**config.mk**
```make
export PLATFORM = sky130hd
export DESIGN_NAME = adder_display_scheduler
export DESIGN_NICKNAME = d
export VERILOG_FILES = /design/src/rtl/adder_display_pkg.sv /design/src/rtl/digit_sum_decoder.sv /design/src/rtl/adder_display_scheduler.sv
export SDC_FILE = /design/constraint.sdc
export NUM_CORES = 1
export LEC_CHECK = 0
export BUFFER_PORTS_ARGS = -buffer_cell sky130_fd_sc_hd__buf_4
export CELL_PAD_IN_SITES_DETAIL_PLACEMENT = 1
export CELL_PAD_IN_SITES_GLOBAL_PLACEMENT = 1
export CORE_MARGIN = 2
export CORE_UTILIZATION = 43
export DETAILED_ROUTE_END_ITERATION = 8
export PLACE_DENSITY = 0.85
export RECOVER_POWER = 25
export SLEW_MARGIN = 20
export SYNTH_ARGS = -nofsm -noshare
export SYNTH_HDL_FRONTEND = slang
export SYNTH_SLANG_ARGS = --single-unit
```
**constraint.sdc**
```tcl
create_clock -name clk -period 2.9 [get_ports clk]
set_clock_uncertainty 0.1 [all_clocks]
set_input_delay 0.145 -clock clk [delete_from_list [all_inputs] [get_ports clk]]
set_output_delay 0.145 -clock clk [all_outputs]
set_load 0.05 [all_outputs]
```
**src/rtl/adder_display_pkg.sv**
```systemverilog
// Shared types and constants for the time-multiplexed adder/seven-segment scanner.
// Glyphs are active-low gfedcba, indexed by the hex value they draw.
package adder_display_pkg;

    typedef enum logic [1:0] {
        IDLE  = 2'd0,
        BLANK = 2'd1,
        SHOW  = 2'd2
    } state_t;

    localparam logic [6:0] SEG_BLANK = 7'h7F;

    localparam logic [6:0] GLYPH [0:15] = '{
        7'h40, 7'h79, 7'h24, 7'h30, 7'h19, 7'h12, 7'h02, 7'h78,
        7'h00, 7'h10, 7'h08, 7'h03, 7'h46, 7'h21, 7'h06, 7'h0E
    };

endpackage

```
**src/rtl/digit_sum_decoder.sv**
```systemverilog
// Shared 4+4 adder feeding the hex glyph lookup; the carry lights the decimal point.
module digit_sum_decoder
    import adder_display_pkg::*;
(
    input  logic [3:0] a,
    input  logic [3:0] b,
    output logic [6:0] seg,
    output logic       dp
);

    logic [4:0] sum;

    assign sum = {1'b0, a} + {1'b0, b};
    assign seg = GLYPH[sum[3:0]];
    assign dp  = ~sum[4];

endmodule

```
**src/rtl/adder_display_scheduler.sv**
```systemverilog
// Scans NUM_DIGITS operand pairs through one adder/decoder onto a common-anode display,
// with a blank gap between digits and a valid/ready port for updating operands.
module adder_display_scheduler
    import adder_display_pkg::*;
#(
    parameter int NUM_DIGITS = 4,
    parameter int SHOW_CYC   = 100000,
    parameter int BLANK_CYC  = 1000
) (
    input  logic                          clk,
    input  logic                          rst,
    input  logic                          enable,
    input  logic                          load_valid,
    output logic                          load_ready,
    input  logic [$clog2(NUM_DIGITS)-1:0] load_idx,
    input  logic [3:0]                    load_a,
    input  logic [3:0]                    load_b,
    output logic [6:0]                    seg,
    output logic                          dp,
    output logic [NUM_DIGITS-1:0]         an,
    output logic                          frame_done
);

    localparam int IDX_W   = $clog2(NUM_DIGITS);
    localparam int CNT_MAX = (SHOW_CYC > BLANK_CYC) ? SHOW_CYC : BLANK_CYC;
    localparam int CNT_W   = $clog2(CNT_MAX + 1);

    localparam logic [CNT_W-1:0] SHOW_LAST  = CNT_W'(SHOW_CYC - 1);
    localparam logic [CNT_W-1:0] BLANK_LAST = CNT_W'(BLANK_CYC - 1);
    localparam logic [IDX_W-1:0] IDX_LAST   = IDX_W'(NUM_DIGITS - 1);

    state_t           state_reg, state_next;
    logic [IDX_W-1:0] idx_reg, idx_next;
    logic [CNT_W-1:0] cnt_reg, cnt_next;
    logic [6:0]       seg_reg, seg_next;
    logic             dp_reg, dp_next;

    logic [3:0] a_reg [NUM_DIGITS];
    logic [3:0] b_reg [NUM_DIGITS];

    logic [31:0] load_idx_wide;
    logic        write_en;
    logic [6:0]  dec_seg;
    logic        dp_dec;

    // The digit currently being lit cannot be rewritten; out-of-range writes are dropped.
    assign load_ready    = !((state_reg == SHOW) && (load_idx == idx_reg));
    assign load_idx_wide = 32'(load_idx);
    assign write_en      = load_valid && load_ready && (load_idx_wide < 32'(NUM_DIGITS));

    always_ff @(posedge clk) begin
        if (rst) begin
            for (int i = 0; i < NUM_DIGITS; i++) begin
                a_reg[i] <= 4'd0;
                b_reg[i] <= 4'd0;
            end
        end else if (write_en) begin
            a_reg[load_idx] <= load_a;
            b_reg[load_idx] <= load_b;
        end
    end

    digit_sum_decoder u_decoder (
        .a   (a_reg[idx_reg]),
        .b   (b_reg[idx_reg]),
        .seg (dec_seg),
        .dp  (dp_dec)
    );

    always_ff @(posedge clk) begin
        if (rst) begin
            state_reg <= IDLE;
            idx_reg   <= '0;
            cnt_reg   <= '0;
            seg_reg   <= SEG_BLANK;
            dp_reg    <= 1'b1;
        end else begin
            state_reg <= state_next;
            idx_reg   <= idx_next;
            cnt_reg   <= cnt_next;
            seg_reg   <= seg_next;
            dp_reg    <= dp_next;
        end
    end

    always_comb begin
        state_next = state_reg;
        idx_next   = idx_reg;
        cnt_next   = cnt_reg;
        seg_next   = seg_reg;
        dp_next    = dp_reg;
        frame_done = 1'b0;

        unique case (state_reg)
            IDLE: begin
                idx_next = '0;
                cnt_next = '0;
                seg_next = SEG_BLANK;
                dp_next  = 1'b1;
                if (enable) begin
                    state_next = BLANK;
                end
            end
            BLANK: begin
                if (!enable) begin
                    state_next = IDLE;
                    idx_next   = '0;
                    cnt_next   = '0;
                    seg_next   = SEG_BLANK;
                    dp_next    = 1'b1;
                end else if (cnt_reg == BLANK_LAST) begin
                    // Operands are sampled here, so a same-edge write lands only in storage.
                    seg_next   = dec_seg;
                    dp_next    = dp_dec;
                    cnt_next   = '0;
                    state_next = SHOW;
                end else begin
                    cnt_next = cnt_reg + CNT_W'(1);
                end
            end
            SHOW: begin
                if (!enable) begin
                    state_next = IDLE;
                    idx_next   = '0;
                    cnt_next   = '0;
                    seg_next   = SEG_BLANK;
                    dp_next    = 1'b1;
                end else if (cnt_reg == SHOW_LAST) begin
                    cnt_next   = '0;
                    state_next = BLANK;
                    frame_done = (idx_reg == IDX_LAST);
                    idx_next   = (idx_reg == IDX_LAST) ? '0 : idx_reg + IDX_W'(1);
                end else begin
                    cnt_next = cnt_reg + CNT_W'(1);
                end
            end
            default: begin
                state_next = IDLE;
            end
        endcase
    end

    for (genvar gi = 0; gi < NUM_DIGITS; gi++) begin : g_anode
        assign an[gi] = !((state_reg == SHOW) && (idx_reg == IDX_W'(gi)));
    end

    assign seg = seg_reg;
    assign dp  = dp_reg;

endmodule
```
## Yosys cells after proc, flatten, opt, wreduce, memory -nomap -nowiden

Memories as Yosys holds them, arrays and structs flattened. A register that Yosys moved wholly into a read port is not among the register bits.
Cells that the tools add are included.

| cells by class | value |
|---|---|
| add/subtract/negate cells | 3 |
| magnitude comparators | 2 |
| equal/unequal tests | 13 |
| multiplexer cells | 44 |
| bitwise logic cells | 2 |
| reduce and logical (&&, ||, !) cells | 20 |

Operator list:

| cell | count |
|---|---|
| $mux 17 | 4 |
| $pmux 17 s3 | 1 |
| $mux 7 | 5 |
| $mux 2 | 15 |
| $pmux 7 s3 | 1 |
| $add 17x1->17 const B | 1 |
| $eq 17x10->1 const B | 1 |
| $eq 17x17->1 const B | 1 |
| $mux 1 | 13 |
| $pmux 2 s3 | 2 |
| $reduce_and 3->1 | 3 |
| $mux 4 | 2 |
| $reduce_or 4->1 | 2 |
| $logic_and 1x1->1 | 7 |
| $eq 2x2->1 const B | 3 |
| $ne 2x2->1 const B | 3 |
| $add 4x4->5 | 1 |
| $ge 5x5->1 const B | 1 |
| $logic_not 1->1 | 5 |
| $not 4->5 | 1 |
| $eq 2x1->1 const B | 2 |
| $logic_not 2->1 | 2 |
| $lt 2x3->1 const B | 1 |
| $ne 3x2->1 const B | 1 |
| other kinds (6) | 6 |

| word-level totals | value |
|---|---|
| flip-flop bits (word level) | 29 |
| bits in writable memories | 32 |
| memory bits (read-only) | 112 |
| input bits | 14 |
| output and inout port bits | 14 |
| memories | 3 |

Memory list:

| name | words | bits a word | rd ports | clocked after memory_dff | wr ports | line | source |
|---|---|---|---|---|---|---|---|
| (no name shown) | 16 | 7 | 1 | 0 | 0 | digit_sum_decoder.sv:14 | `assign seg = GLYPH[sum[3:0]];` |
| a_reg | 4 | 4 | 1 | 1 | 4 | adder_display_scheduler.sv:38 | `logic [3:0] a_reg [NUM_DIGITS];` |
| b_reg | 4 | 4 | 1 | 1 | 4 | adder_display_scheduler.sv:39 | `logic [3:0] b_reg [NUM_DIGITS];` |

## Logic depth before layout (Yosys ltp)

Gate-level depths: netlist of the first run.

| depth | value |
|---|---|
| depth after elaboration | 10 |
| mapped depth | 11 |

## Modules after synthesis

A second synthesis of the first run with hierarchy kept.

| unflattened totals | value |
|---|---|
| cell total of the unflattened synthesis | 349 |
| area, all modules | 3,668.5 µm² |

Modules (own cells, without submodules):

| module | times used | cells an instance | area an instance (µm²) |
|---|---|---|---|
| adder_display_scheduler | 1 | 287 | 3,154.3 |
| digit_sum_decoder | 1 | 62 | 514.2 |

## Worst setup path after synthesis of the first run

Ideal clock, no wire load.

| path | value |
|---|---|
| path type | register to register |
| from | register (tool-made name) |
| to | register seg_reg[3] (netlist: seg[3]) |
| library setup time | 116 ps |
| arrival time | 2,801 ps |
| path slack | -117 ps |
| cell stages (with the launch flop) | 10 |
| clock period less this slack | 3,017 ps |
| cell sequence | dfxtp_1 clkbuf_1 mux4_2 ha_1 a21o_1 a21oi_1 xnor2_1 mux2i_1 mux2i_1 o22a_2 |

RTL lines:

| item | line | source |
|---|---|---|
| to (signal assigned) | adder_display_scheduler.sv:81 | `seg_reg <= seg_next;` |
| to (decl) | adder_display_scheduler.sv:35 | `logic [6:0] seg_reg, seg_next;` |

==> results list, run 1 <==
- Of the total power, combinational logic draws 0.230.
* Prevailing post-synth register cell: edfxtp_1
- From bottom edge to top edge, the die measures 93.3 um.
- Count of H-tree levels built during CTS: 3
- Post-synthesis sequential element count: 63
* Synth top area share: 0.280
* Power dissipated by switching net loads: 733 uW
- Global Route Usage Sum: 0.194
* Most numerous cell in the Yosys netlist: nand2_1
- Once detail routing completed, the nets flagged for antenna violations numbered 0.
- After detailed routing, the number of remaining DRC violations is 0.
* # setup viols final: 0
- Number of flip-flops in the largest register: 17
- The longest clock path from root to sink contains 2 buffers.
* Post-synthesis sequential area ratio: 0.462
- For this design the top-level I/O count stands at 28.
- Clock share of power: 0.316
* RSZ-0062 raised after global routing: no
* DR vias: 2569
- Port buffering added 27 buffers.
- Total iterations of the first detailed-routing run: 4
* Fraction of the core area covered by cells at the end of the flow: 0.515
- EDFF count, synth: 32
* Maximum number of pins on one net before global-route repair: 21
* Worst-path cell with the longest stage delay: mux4_2
* Max cap viols: 0
- STA classifies the critical path startpoint as a flip-flop.
- Arrival time at the worst endpoint: 2880 ps
* Final worst-path cycle share: 0.946
- Class of the most critical hold timing path: input port to flip-flop
- Nature of the critical path endpoint: flip-flop
- Detailed routing placed a total of 3900 um of wire on met2.
- Averaged over all synthesized cells, the footprint is 10.6 um^2.
- Starting density of the core: 0.443
- Clock transition at path regs: 80 ps
- Global routing finished with a remaining overflow of 0.
- Wires add up to 7850 um.
* Leading cell types by total area after synthesis: edfxtp_1 (28%), dfxtp_1 (18%), ha_1 (6.6%)
* P&R area growth vs syn: 16.2%
* Area of the core region: 7730 um^2
* Power density relative to cell area: 563 nW/um^2
- Synth async-reset ratio: 0
* Worst-case setup margin in the final layout: 158 ps
* Slew HR: 0.497
- Walking the worst path, the cells encountered are buf_12 -> mux4_2 -> ha_1 -> inv_1 -> fa_2 -> ha_1 -> nand2_1 -> a21oi_1 -> o32a_2.
- Cell internal power was estimated by the tool at 1510 uW.
- Synth Instances: 323
- Diode count: 0
- The smallest clock period supported by the final layout is computed as 2740 ps.
- Counting stages on the worst path, the most repeated cell is ha_1.
- In this design, the stage delay of the slowest critical-path cell is 510 ps.
* Cell Area, Synth: 3430 um^2
- The biggest area contributor in the post-synthesis netlist is edfxtp_1.
- Final Max Slew Viols: 0
- CTS Sinks: 63
- Sum of net half-perimeters after detailed placement: 5760 um
* CP Class: flip-flop to flip-flop
- The die is 93.3 um wide.
- Worst Path Buf+Inv: 2
- After floorplanning, the core was divided into 32 placement rows.
- Clock latency reported for the late side of the worst-skew pair: 350 ps
* Post-synth top cells: nand2_1 (37), and2_1 (33), edfxtp_1 (32)
- Layout Cells excl Fill: 471
- OpenSTA, run right after detailed placement, puts the worst setup slack at -69.6 ps.
* Routability cong.: 0.783
* Area of the die: 8700 um^2
- Buffers inserted during clock tree synthesis total 9.
- In this run the post-CTS setup repair buffer count came out at 0.
* Hold violation count in the final report: 0
- At the pin with the least slew margin, the transition time is 753 ps.
- Syn_nets: 356
- Cell leakage power: 0.00144 uW
- After the last flow step, the layout net total stands at 397.
* Global-route wire length before repair: 13200 um
- Number of distinct library cell variants in the gate-level netlist after synthesis: 57
- The number of antenna violations at the first check in global routing was 0.
- Count of warnings emitted by yosys: 0
* Total power: 2240 uW
- STA puts the critical path data required time at 3040 ps.
- Largest voltage drop on the vdd net: 0.377 mV
- The cell family contributing the most delay on the critical path is adder cells.
- TritonCTS clock tree: built
* Detailed-route wire length on metal 1: 3630 um
* Detail-routed via count per cell: 5.45
- Switching fraction of total power: 0.327
- Routed length on met3: 200 um
* Max frequency: 365 MHz
- The root buffer cell chosen for the clock tree is clkbuf_8.
- WL per Instance: 16.7 um
- The detailed router finished its first iteration with 87 violations.
- The share of total power dissipated in sequential elements is 0.454.
- The highest layer touched by signal routing is met4.
* Status: finished clean
- The number of placed instances, taps included, is 447.
- Of the cells placed in the final design, the portion with a size suffix greater than 1 is 0.190.
- Along the worst path, the maximum fanout reaches 8.
- The via count of the first global-routing pass is 2699.
-- path summary, 6_finish.rpt --
check	start	endpoint	slack (ps)	cells after the start
worst max-delay path	flip-flop	seg[6]	160	9
worst min-delay path	rst	cnt_reg[0]	50	2
worst max register to register	flip-flop	seg[6]	160	9
worst min register to register	seg[2]	seg[2]	380	1
-- layer usage --
metal / vias to the layer above / track usage
li1: 1262 / -
met1: 1259 / 0.248
met2: 36 / 0.324
met3: 12 / 0.0492
met4: 0 / 0.0613
met5: - / 0
-- through the flow --
step                cell area, um^2  hold WS, ps  setup TNS [ps]
detailed placement             3750          355            -146
floorplan                      3430          234               0
finish                         3980         52.0               0
global route                   3980         58.0               0
CTS                            4030         31.0               0
global placement               3750          346               0
-- power by group through the flow --
stage / Sequential [uW] / Clock, uW / Combinational (uW)
floorplan: 1070 / 0 / 335
global placement: 1030 / 0 / 492
detailed placement: 1040 / 0 / 516
CTS: 1020 / 725 / 533
global route: 1020 / 761 / 576
finish: 1020 / 708 / 516
-- final cells by class --
type	instances	area, um^2
inverter	16	60.1
sequential	63	1580
timing repair buffer	41	292
clock buffer	9	124
tap	102	128
multi-input combinational	233	1740
fill	853	3750
clock inverter	7	55.1
-- cell families after synthesis --
kind of cell,after synthesis,share of synthesized area
xor gates and xnor gates,8,0.0205
and+or+nand+nor,135,0.232
DFF,63,0.462
adders and majority gates,19,0.0716
buffers and inverters,27,0.0347
muxes,14,0.0705
AOI/OAI and AO/OA,57,0.109
-- what timing repair did --
item	in CTS	in global routing
cloned	0	0
hold endpoints to repair	20	0
setup endpoints to repair	5	7
gates resized for setup	2	7
hold buffers	8	0
-- layout by cell type (no fill, tap or decap), drive strengths merged, types with 8 or more instances in the layout --
cell type	n
nand2	38
and2	33
edfxtp	32
dfxtp	31
a21oi	22
clkbuf	22
buf	20
inv	19
ha	18
nor2	13
nand3	11
o21ai	9
mux4	8
nand4	8
dlygate4sd3	8
Note: power is estimated with default switching activity, not from simulation.
==> run 2, diff against run 1 <==
ABC_AREA = 1   (was unset)
CORE_UTILIZATION = 40   (was 43)
PLACE_DENSITY = 0.84   (was 0.85)
TNS_END_PERCENT = 30   (was unset)
==> run 2 against run 1 <==
Compared with the run above:
- via count up 28%
- critical path depth is 4 higher
- largest power group is now combinational cells
- first-iteration DRC count grew 28%
- largest cell class unchanged
- critical path type unchanged
==> results list, run 2 <==
- After synthesis the netlist holds a flip-flop and latch count of 63.
* Fillcell total: 1091
- Clock latency reported for the late side of the worst-skew pair: 350 ps
- After synthesis, the netlist uses 32 different library cells.
* Detail-routed via count per cell: 5.27
- Once placement completed, the tool counted placed cells totaling 604.
- Count of warnings emitted by yosys: 0
- After clock tree synthesis, the flow added hold-fix buffers numbering 0.
* Clock root buffer: clkbuf_8
- Syn_area_per_cell: 7.69 um^2
* First DRT Iteration DRCs: 111
- At the pin with the least slew margin, the transition time is 833 ps.
* Routability cong.: 0.840
* Number of flip-flops in the largest register: 17
* Power dissipated by switching net loads: 1620 uW
- Count of nets left with antenna violations after detail routing: 0
* Layout Cells excl Fill: 623
- Class of the most critical hold timing path: input port to flip-flop
- Synth Instances: 475
* Hold violation count in the final report: 0
- At the end of the flow, the number of nets in the layout was 543.
- The wire-length estimate of the detail-placed layout is 7390 um.
- The routed layout has 3281 vias.
* Port-buffer cells: 27
* Worst Path Required: 3050 ps
- Leading cell types by total area after synthesis: edfxtp_1 (26%), dfxtp_1 (17%), nand2_1 (11%)
* Int Power: 1890 uW
- Hold is met by 50.8 ps.
* CTS Buf Count: 9
- Horiz. Die Dim: 99.6 um
- The clock drives 63 sinks.
- Summed over all cells, the static leakage comes to 0.00175 uW.
* Cell Area, Synth: 3650 um^2
- After global routing the overflow that remains totals 0.
* Arrival time at the worst endpoint: 2850 ps
- The number of antenna violations at the first check in global routing was 0.
* Syn_nets: 508
* Final total negative setup slack: 0 ps
* Final Max Slew Viols: 0
* Logic gate share of total power: 0.446
* Maximum number of pins on one net before global-route repair: 24
- Synth top area share: 0.263
* CP Class: flip-flop to flip-flop
- The worst setup path is launched from a flip-flop.
* Post-synthesis sequential area ratio: 0.433
- The first global-routing pass estimated 16500 um of wire.
* EDFF count, synth: 32
- TritonCTS clock tree: built
- The initial utilization of the core area, before any placement, comes to 0.415.
* Post-synth top cells: nand2_1 (111), nor2_1 (61), inv_1 (51)
* Max cap viols: 0
- Die boundary height: 99.6 um
- Drt drc: 0
* P&R area growth vs syn: 13.3%
* Crit-path max FO: 12
- Clock transition at path regs: 90 ps
- Switching fraction of total power: 0.462
- The floorplan step defined a core boundary enclosing 8810 um^2.
* Ports placed on the boundary: 28
- The clock tree synthesis step divided the H-tree into 3 levels.
- Total detailed-routing wirelength: 10100 um
- The first detailed-routing pass ran for 4 iterations.
- Nature of the critical path endpoint: flip-flop
- Most used cells in the layout excluding fill and tap cells: nand2_1 (114), nor2_1 (62), inv_1 (50)
* Largest voltage drop on the vdd net: 0.264 mV
- Leading cell type in the layout, fill and taps excluded: nand2_1
* Status: finished clean
- In the final routed layout, each cell accounts on average for 16.3 um.
- Final worst-path cycle share: 0.933
- In the global route stage, overall resource usage came out at 0.210.
* Slew HR: 0.443
* Largest area contributor in the netlist: edfxtp_1
* Vias in the first global route: 3329
- After synthesis, the share of flip-flops with an asynchronous set or reset is 0.
- Timing analysis after detailed placement gives a worst setup slack of 60.5 ps.
- Num rows: 34
* Max frequency: 370 MHz
- Power density relative to cell area: 846 nW/um^2
- Worst-case setup margin in the final layout: 195 ps
- Fraction of the core area covered by cells at the end of the flow: 0.470
* Most numerous cell in the Yosys netlist: nand2_1
- Fraction of layout cells with a size suffix above 1: 0.126
- For this run, the leading register cell type out of synthesis is edfxtp_1.
* # setup viols final: 0
- Maximum number of buffers from clock root to sink: 2
- Clock period minus worst slack: 2710 ps
- Area of the die: 9910 um^2
* Clock share of power: 0.235
- Sequential cell fraction of total power: 0.319
- The repair_antennas step left the layout with diodes totalling 0.
-- run 2: cell types whose count changed after synthesis, moves of 6 or more --
cell / delta
o21ai_0: +14
inv_1: +35
a21oi_1: +9
nor2_1: +49
mux4_2: -8
nor3_1: +11
clkbuf_1: +6
nand2_1: +74
nand3_1: +16
and2_1: -33
nand3_2: +11
-- run 2: repair_timing --
item                                    CTS  global route
resized for setup                         0             4
endpoints found under the setup margin    0             5
buffers inserted                          0             2
-- run 2: final timing paths --
path	from	end	slack, ps	cells after the start
hold / removal	load_b[1]	b_reg[1][1]	50	3
setup / recovery	flip-flop	seg[5]	190	13
setup reg to reg	flip-flop	seg[5]	190	13
hold reg to reg	seg[3]	seg[3]	370	2
-- run 2: metal layers --
layer / routed length (um) / track usage / up-vias
met5: 0 / 0 / -
met4: 161 / 0.0717 / 0
met3: 399 / 0.0267 / 15
met2: 4890 / 0.351 / 74
met1: 4690 / 0.283 / 1573
li1: - / - / 1619
-- run 2: cells by family (layout without fill, tap and decap cells) --
family | count (synthesis) | in the layout | share of synthesized area
AOI/OAI and AO/OA | 68 | 68 | 0.100
xor gates and xnor gates | 8 | 8 | 0.0192
adders and majority gates | 19 | 19 | 0.0671
DFF | 63 | 63 | 0.433
and+or+nand+nor | 246 | 246 | 0.305
buffers and inverters | 71 | 111 | 0.0757
-- run 2: per-stage QoR --
stage | cell area, um^2 | total power [uW]
6_report | 4140 | 3500
5_1_grt | 4140 | 3760
4_1_cts | 4180 | 3540
3_5_place_dp | 3980 | 2710
3_3_place_gp | 3980 | 2650
2_1_floorplan | 3650 | 2290
-- run 2: layout make-up --
cell class | instances | area (um^2) | share of cell area
well taps | 108 | 135 | 0.0326
repair buffers | 35 | 214 | 0.0517
inverters | 59 | 226 | 0.0547
repair inverters | 1 | 7.51 | 0.00181
multi-input cells | 341 | 1770 | 0.428
clock buffers | 9 | 124 | 0.0299
clock inverters | 7 | 77.6 | 0.0187
flip-flops and latches | 63 | 1590 | 0.383
-- run 2: power groups by stage --
stage	registers, uW	logic (uW)	clock network [uW]
3_5_place_dp	1130	1580	0
4_1_cts	1110	1600	833
6_report	1120	1560	824
5_1_grt	1130	1760	868
3_3_place_gp	1120	1530	0
2_1_floorplan	1270	1020	0
-- run 2: worst max-delay path, stage by stage (launching register included) --
cell and delay, ps:
dfxtp_4 410, buf_4 190, nand2_1 70, a32oi_1 270
inv_1 100, fa_1 630, inv_1 120, ha_1 230
nand2_1 100, o21ai_0 90, a21oi_1 130, nand2_1 60
nand2_1 50, nand2_1 50
